`src/rtl/cva6_clic_irq_handshake.sv`:
```
// CLIC-to-core interrupt handshake.
// Filters the incoming CLIC interrupt against privilege, global enables and
// effective thresholds. It captures an accepted interrupt and holds a stable
// request towards the ID stage until the core commits the trap. It then returns
// a one-cycle ready pulse to the CLIC.
//
// Handshake semantics:
//   - An interrupt is taken from the CLIC only in IDLE, in the cycle where
//     clic_irq_valid_i qualifies as 'accept'.
//   - core_irq_req_o stays high, with frozen cause/shv, until core_irq_ack_i.
//   - clic_irq_ready_o pulses for exactly the cycle after the ack.
//   - A kill is acknowledged only in IDLE when nothing is being accepted in
//     that same cycle. A request already handed to the core is never withdrawn.
module cva6_clic_irq_handshake #(
   parameter int unsigned NumSrc      = 256,
   parameter int unsigned LevelW      = 8,
   parameter int unsigned XLEN        = 64,
   parameter bit          EnableUMode = 1'b0,
   parameter int unsigned CntW        = 16,
   localparam int unsigned IdW        = $clog2(NumSrc)
) (
   input  logic              clk_i,
   input  logic              rst_ni,
   input  logic [1:0]        priv_lvl_i,
   input  logic              mie_i,
   input  logic              sie_i,
   input  logic              uie_i,
   input  logic [LevelW-1:0] mintthresh_i,
   input  logic [LevelW-1:0] sintthresh_i,
   input  logic [LevelW-1:0] uintthresh_i,
   input  logic [LevelW-1:0] mil_i,
   input  logic [LevelW-1:0] sil_i,
   input  logic [LevelW-1:0] uil_i,
   input  logic              clic_irq_valid_i,
   input  logic [IdW-1:0]    clic_irq_id_i,
   input  logic [LevelW-1:0] clic_irq_level_i,
   input  logic [1:0]        clic_irq_priv_i,
   input  logic              clic_irq_shv_i,
   output logic              clic_irq_ready_o,
   input  logic              clic_kill_req_i,
   output logic              clic_kill_ack_o,
   output logic              core_irq_req_o,
   output logic [XLEN-1:0]   core_irq_cause_o,
   output logic              core_irq_shv_o,
   input  logic              core_irq_ack_i,
   input  logic              cnt_clear_i,
   output logic [CntW-1:0]   cnt_taken_o,
   output logic [CntW-1:0]   cnt_kill_o
);

   localparam logic [1:0] PrivU = 2'b00;
   localparam logic [1:0] PrivS = 2'b01;
   localparam logic [1:0] PrivM = 2'b11;

   typedef enum logic [1:0] {
      IDLE = 2'd0,
      REQ  = 2'd1,
      ACK  = 2'd2
   } state_e;

   state_e state_q, state_d;

   logic              accept;
   logic [LevelW-1:0] thr_m, thr_s, thr_u;
   logic              cap_vld_q;
   logic [IdW-1:0]    id_q;
   logic [LevelW-1:0] level_q;
   logic              shv_q;
   logic [CntW-1:0]   cnt_taken_q, cnt_kill_q;

   // Effective thresholds: the larger of the programmed threshold and the current level
   assign thr_m = (mintthresh_i > mil_i) ? mintthresh_i : mil_i;
   assign thr_s = (sintthresh_i > sil_i) ? sintthresh_i : sil_i;
   assign thr_u = (uintthresh_i > uil_i) ? uintthresh_i : uil_i;

   // Accept filter: higher-privilege targets preempt, same privilege needs level and enable
   always_comb begin
      accept = 1'b0;
      if (clic_irq_valid_i) begin
         case (priv_lvl_i)
            PrivM: begin
               accept = (clic_irq_priv_i == PrivM) && (clic_irq_level_i > thr_m) && mie_i;
            end
            PrivS: begin
               if (clic_irq_priv_i == PrivM) begin
                  accept = 1'b1;
               end else if (clic_irq_priv_i == PrivS) begin
                  accept = (clic_irq_level_i > thr_s) && sie_i;
               end
            end
            PrivU: begin
               if ((clic_irq_priv_i == PrivM) || (clic_irq_priv_i == PrivS)) begin
                  accept = 1'b1;
               end else if (clic_irq_priv_i == PrivU) begin
                  accept = EnableUMode && (clic_irq_level_i > thr_u) && uie_i;
               end
            end
            default: accept = 1'b0;
         endcase
      end
   end

   // FSM state register
   always_ff @(posedge clk_i or negedge rst_ni) begin
      if (!rst_ni) begin
         state_q <= IDLE;
      end else begin
         state_q <= state_d;
      end
   end

   // FSM next state: IDLE -> REQ on accept, REQ -> ACK on core ack, ACK -> IDLE always
   always_comb begin
      state_d = state_q;
      case (state_q)
         IDLE:    if (accept) state_d = REQ;
         REQ:     if (core_irq_ack_i) state_d = ACK;
         ACK:     state_d = IDLE;
         default: state_d = IDLE;
      endcase
   end

   // FSM outputs: request held through REQ, ready pulse in ACK, kill resolved only when idle
   always_comb begin
      core_irq_req_o   = (state_q == REQ);
      clic_irq_ready_o = (state_q == ACK);
      clic_kill_ack_o  = clic_kill_req_i && (state_q == IDLE) && !accept;
   end

   // Capture registers: loaded on accept in IDLE, frozen otherwise
   always_ff @(posedge clk_i or negedge rst_ni) begin
      if (!rst_ni) begin
         cap_vld_q <= 1'b0;
         id_q      <= '0;
         level_q   <= '0;
         shv_q     <= 1'b0;
      end else if ((state_q == IDLE) && accept) begin
         cap_vld_q <= 1'b1;
         id_q      <= clic_irq_id_i;
         level_q   <= clic_irq_level_i;
         shv_q     <= clic_irq_shv_i;
      end
   end

   // Cause packing: interrupt flag in the MSB, level at bit 16, id at the bottom
   always_comb begin
      core_irq_cause_o                = '0;
      core_irq_cause_o[XLEN-1]        = cap_vld_q;
      core_irq_cause_o[16 +: LevelW]  = level_q;
      core_irq_cause_o[IdW-1:0]       = id_q;
      core_irq_shv_o                  = shv_q;
   end

   // Saturating event counters; clear takes priority over increment
   always_ff @(posedge clk_i or negedge rst_ni) begin
      if (!rst_ni) begin
         cnt_taken_q <= '0;
         cnt_kill_q  <= '0;
      end else if (cnt_clear_i) begin
         cnt_taken_q <= '0;
         cnt_kill_q  <= '0;
      end else begin
         if ((state_q == ACK) && (cnt_taken_q != '1)) cnt_taken_q <= cnt_taken_q + 1'b1;
         if (clic_kill_ack_o && (cnt_kill_q != '1))   cnt_kill_q  <= cnt_kill_q + 1'b1;
      end
   end

   assign cnt_taken_o = cnt_taken_q;
   assign cnt_kill_o  = cnt_kill_q;

endmodule
```
`config.mk`:
```
export PLATFORM = sky130hd
export DESIGN_NAME = cva6_clic_irq_handshake
export DESIGN_NICKNAME = d
export VERILOG_FILES = /design/src/rtl/cva6_clic_irq_handshake.sv
export SDC_FILE = /design/constraint.sdc
export NUM_CORES = 1
export LEC_CHECK = 0
export CAP_MARGIN = 0
export CORE_MARGIN = 3
export CORE_UTILIZATION = 25
export CTS_BUF_LIST = sky130_fd_sc_hd__clkbuf_16
export CTS_CLUSTER_DIAMETER = 30
export DETAILED_ROUTE_END_ITERATION = 10
export HOLD_SLACK_MARGIN = 0.06
export PLACE_DENSITY = 0.59
export SYNTH_ARGS = -nofsm -noshare
export SYNTH_HDL_FRONTEND = slang
export SYNTH_SLANG_ARGS = --single-unit
```
`constraint.sdc`:
```
create_clock -name clk_i -period 5.1 [get_ports clk_i]
set_clock_uncertainty 0.05 [all_clocks]
set_input_delay 0.765 -clock clk_i [delete_from_list [all_inputs] [get_ports clk_i]]
set_output_delay 0.765 -clock clk_i [all_outputs]
set_load 0.02 [all_outputs]
```
# Word level (Yosys, flattened, before mapping)
# Index checks and enable logic that the tools add are counted.
# classes
n_addsub,2
magnitude_cmp,4
n_eq_ne,10
muxes,14
n_reduce_logical,15
# ops
op,count
$mux 16,4
$add 16x1->16 const B,2
$gt 8x8->1,4
$ne 16x16->1 const B,2
$mux 8,2
$logic_and 1x1->1,8
$eq 2x1->1 const B,3
$eq 2x2->1 const B,3
$logic_not 2->1,2
$mux 1,4
$mux 2,2
$pmux 2 s2,1
$reduce_bool 2->1,2
$pmux 1 s3,1
$ne 2x1->1 const B,1
$ne 2x2->1 const B,1
$reduce_and 2->1,1
$logic_not 1->1,1
$logic_or 1x1->1,1
# word_totals
reg_bits,52
in_bits,78
output_inout_bits,100
elab_cells,52

# Longest topological paths before layout
# logic_depth
depth_word,13
ltp_mapped,19
depth_no_buf,17

# Worst setup path before layout
# No wires, ideal clock.
# synth_timing
path_type,input port to output port
start,in sil_i[1]
end,out clic_kill_ack_o
arrival_time_ns,3.547
t_required_ns,4.285
slack_ns,0.738
cell_stages,16
path_buffers,0
cell_sequence,inv_1 -> ha_1 -> nor2b_1 -> o21a_1 -> o21a_1 -> o21a_1 -> o21bai_1 -> a22oi_2 -> mux2i_1 -> ha_1 -> a211o_1 -> a21oi_2 -> nand3_1 -> a21oi_4 -> nor2_1 -> nor2_1
# synth_between
elab_chain_len,10
# synth_rtl
item,line_no,text
start: declaration,32,"input logic [LevelW-1:0] sil_i,"
$gt 8x8->1,73,assign thr_s = (sintthresh_i > sil_i) ? sintthresh_i : sil_i;
$mux 8 (*),73,
$gt 8x8->1 (*),88,accept = (clic_irq_level_i > thr_s) && sie_i;
$logic_and 1x1->1 (*),88,
$mux 1 (*),87,end else if (clic_irq_priv_i == PrivS) begin
$mux 1 (*),85,if (clic_irq_priv_i == PrivM) begin
$pmux 1 s3 (*),80,case (priv_lvl_i)
$mux 1 (*),79,if (clic_irq_valid_i) begin
$logic_not 1->1 (*),127,clic_kill_ack_o = clic_kill_req_i && (state_q == IDLE) && !accept;
$logic_and 1x1->1 (*),127,
end: declaration,41,"output logic clic_kill_ack_o,"
# Mark *: on every way between the ends. The rest lies on a longest branch, timed or not.

# Final worst setup path
# layout_timing
start,in mil_i[1]
end,out clic_kill_ack_o
# layout_between
elab_chain_len,9
# layout_rtl
item,line_no,text
start: declaration,31,"input logic [LevelW-1:0] mil_i,"
$gt 8x8->1,72,assign thr_m = (mintthresh_i > mil_i) ? mintthresh_i : mil_i;
$mux 8 (*),72,
$gt 8x8->1 (*),82,accept = (clic_irq_priv_i == PrivM) && (clic_irq_level_i > thr_m) && mie_i;
$logic_and 1x1->1 (*) (2 in series),82,
$pmux 1 s3 (*),80,
$mux 1 (*),79,
$logic_not 1->1 (*),127,
$logic_and 1x1->1 (*),127,
# Marked as above.

==> metrics.txt <==
outcome=complete, no violations; RSZ-0062 raised after global routing=no; Max Cap Viol=0; Post-synth EDFFs=0; largest net degree at the start of global routing=53; WP depth=16; Worst path top cell family by delay=compound AO/OA/AOI/OAI gates; synth unique cells=48; Syn Std Cell Area=3770 sq um; dpl ws=-0.3183 ns; WP data required=around 4.3 ns; number of diodes=0; TritonCTS Buffers=5; CTS root buf=clkbuf_16; ratio of cells with drive above 1 in the final layout=12.87%; CP bufs+invs=3; min-delay worst type=reg -> reg; Avg WL per Cell=14.06 um; fin util=35.95%; GPL Wtd Cong=0.8370; core area=14640 sq um; Fillers=1453; post-DP HPWL=roughly 7.7 mm; Congestion Overflow GR=0; CTS tree=built; Yosys reg bits=52; Layout area overhead=39.63%; Port Buffer Count=113; worst-skew pair later-pin latency=0.29 ns; first-pass GRT wire length=approximately 16 mm; CP max stage delay=about 0.48 ns; DR vias/cell=4.439; CP Cell Sequence=clkdlybuf4s50_1 -> inv_1 -> ha_1 -> nor2b_1 -> o21a_1 -> o21a_1 -> o21ai_0 -> a21oi_4 -> mux2i_1 -> ha_1 -> a211oi_1 -> o21ai_0 -> o2111ai_4 -> nor2_1 -> nor2_1 -> buf_4; Ports=178; Die Y=128.8 um; initial antenna violation count=0; Clock Pin Slew Worst Setup and Hold Paths=about 0.07 ns; reg2reg path depth=8; vias in the first global route=3193; Hold Path Cell Cnt=1; Crit Path Category=in -> out; CP Max Fanout=8; WL final=9.800 mm; register area share after synthesis=between 30% and 40%; Post-Synthesis Cells=380; Initial Util=25.74%; ys flop type=dfrtp_1; final setup fails=0; Longest Clk Path Bufs=2; GRT Overall Usage=11.70%; first-iteration detailed-routing DRC count=70; Final period util=93.43%; cell area power density=between 200 and 300 nW/um^2; Crit-path slowest cell=clkdlybuf4s50_1; final hold violations=0; Async SR Flop Fraction=100.0%; Overall Power=1.374 mW; Avg Cell Area, Syn=around 10 sq um; Syn. warnings=0; Final min period=about 4.8 ns; Slew HR=22.79%; worst slew pin tran=1.155 ns; DRT antenna net count=0; Peak VDD IR=~0.15 mV; final worst setup slack=0.3348 ns; Leak Pwr=2.344 nW; drt pass-1 iters=4; CP Capture Type=primary output; Die W=128.8 um; startpoint class of the critical path=input pin; fin. max-slew vios=0; clock sinks=52; Worst EP arrival=3.95 ns; DR DRC count=0; total number of vias=3094; area of the die=16590 sq um; Max H-tree Level=2; row count=44; fmax=0.2099 GHz; fin nets=624
## what timing repair did
item | CTS | global route
resized for setup | 3 | 10
buffers inserted | 0 | 3
hold endpoints to repair | 0 | 0
hold buffers | 0 | 0
pin swaps | 0 | 8
endpoints found under the setup margin | 1 | 1
## per-layer routing
layer	share of wire, %	track usage [%]
met2	46	19.27
met5	0	0
met1	44	14.83
met3	9.3	4.442
met4	0.72	2.038
## final cells by class
| class | count | area, sq um | share of cell area [%] |
|---|---|---|---|
| repair buffers | 133 | 1308 | 24.84 |
| well taps | 184 | 230.2 | 4.374 |
| inverters | 20 | 75.07 | 1.426 |
| clock inverters | 3 | 22.52 | 0.4279 |
| flip-flops and latches | 52 | 1301 | 24.72 |
| multi-input cells | 300 | 2202 | 41.83 |
| clock buffers | 5 | 125.1 | 2.377 |
## flip-flops by register name, summed over array words and instances (netlist names)
signal          count
cap_vld_q           1
core_irq_shv_o      1
level_q             8
id_q                8
cnt_taken_o        16
cnt_kill_o         16
state_q             2
## final timing paths
path,start,endpoint,slack [ns]
setup / recovery,mil_i[1],clic_kill_ack_o,0.33
hold / removal,cap_vld_q$_DFFE_PN0P_,cap_vld_q$_DFFE_PN0P_,0.42
setup reg to reg,cnt_kill_o[10]$_DFFE_PN0P_,cnt_kill_o[13]$_DFFE_PN0P_,2.74
hold reg to reg,cap_vld_q$_DFFE_PN0P_,cap_vld_q$_DFFE_PN0P_,0.42
max in group asynchronous,rst_ni,level_q[5]$_DFFE_PN0P_,4.00
min in group asynchronous,rst_ni,cnt_kill_o[5]$_DFFE_PN0P_,0.54
## layout by cell type (no fill, tap or decap), types with 16 or more instances in the layout
cell type        Yosys  routed
ha_1                34      33
clkdlybuf4s50_1      0     109
nor2_1              30      30
dfrtp_1             52      52
mux2i_1             17      16
conb_1               1      47
a21oi_1             16      16
buf_4               49      18
inv_1               20      20
## cells in the mapped netlist (3+ instances only)
library cell | n | area [sq um]
dfrtp_1 | 52 | 1301
buf_4 | 49 | 367.9
ha_1 | 34 | 425.4
nor2_1 | 30 | 112.6
inv_1 | 20 | 75.07
mux2i_1 | 17 | 170.2
a21oi_1 | 16 | 80.08
nand3_1 | 15 | 75.07
o21ai_0 | 14 | 70.07
xor2_1 | 14 | 122.6
nand2_1 | 12 | 45.04
mux2_2 | 11 | 123.9
nand4_1 | 11 | 68.82
or3_1 | 9 | 56.30
mux2_4 | 8 | 120.1
nor2b_1 | 6 | 37.54
o21a_1 | 6 | 45.04
and3_1 | 5 | 31.28
a21o_1 | 4 | 30.03
clkbuf_1 | 3 | 11.26
o31ai_1 | 3 | 22.52
or4_1 | 3 | 22.52
xnor2_1 | 3 | 26.28
## power by group
part	internal [mW]	switching, mW	leakage (nW)
clock network	0.184	0.158	0.0742
logic	0.270	0.259	1.58
registers	0.469	0.0350	0.686
## kinds of logic (layout without fill, tap and decap cells)
family	after synthesis	in the layout	synth area share, %
fa+ha+maj	34	34	11.28
buf+inv	74	161	12.65
xor+xnor	17	17	3.950
other cells	1	47	0.09947
mux	36	36	10.99
simple gates	106	106	15.10
flops	52	52	34.52
compound gates	60	60	11.42
## stage by stage
stage | area (sq um) | cells | TNS (ns) | hold WS, ns
after detailed placement | 5050 | 686 | -0.3183 | 0.4101
after global routing | 5264 | 697 | 0 | 0.4540
after global placement | 5050 | 686 | -0.2384 | 0.4074
after CTS | 5199 | 694 | 0 | 0.4289
after floorplan | 3943 | 426 | 0 | 0.3909
final | 5264 | 697 | 0 | 0.4216
Power figures use the tool's default switching activity.
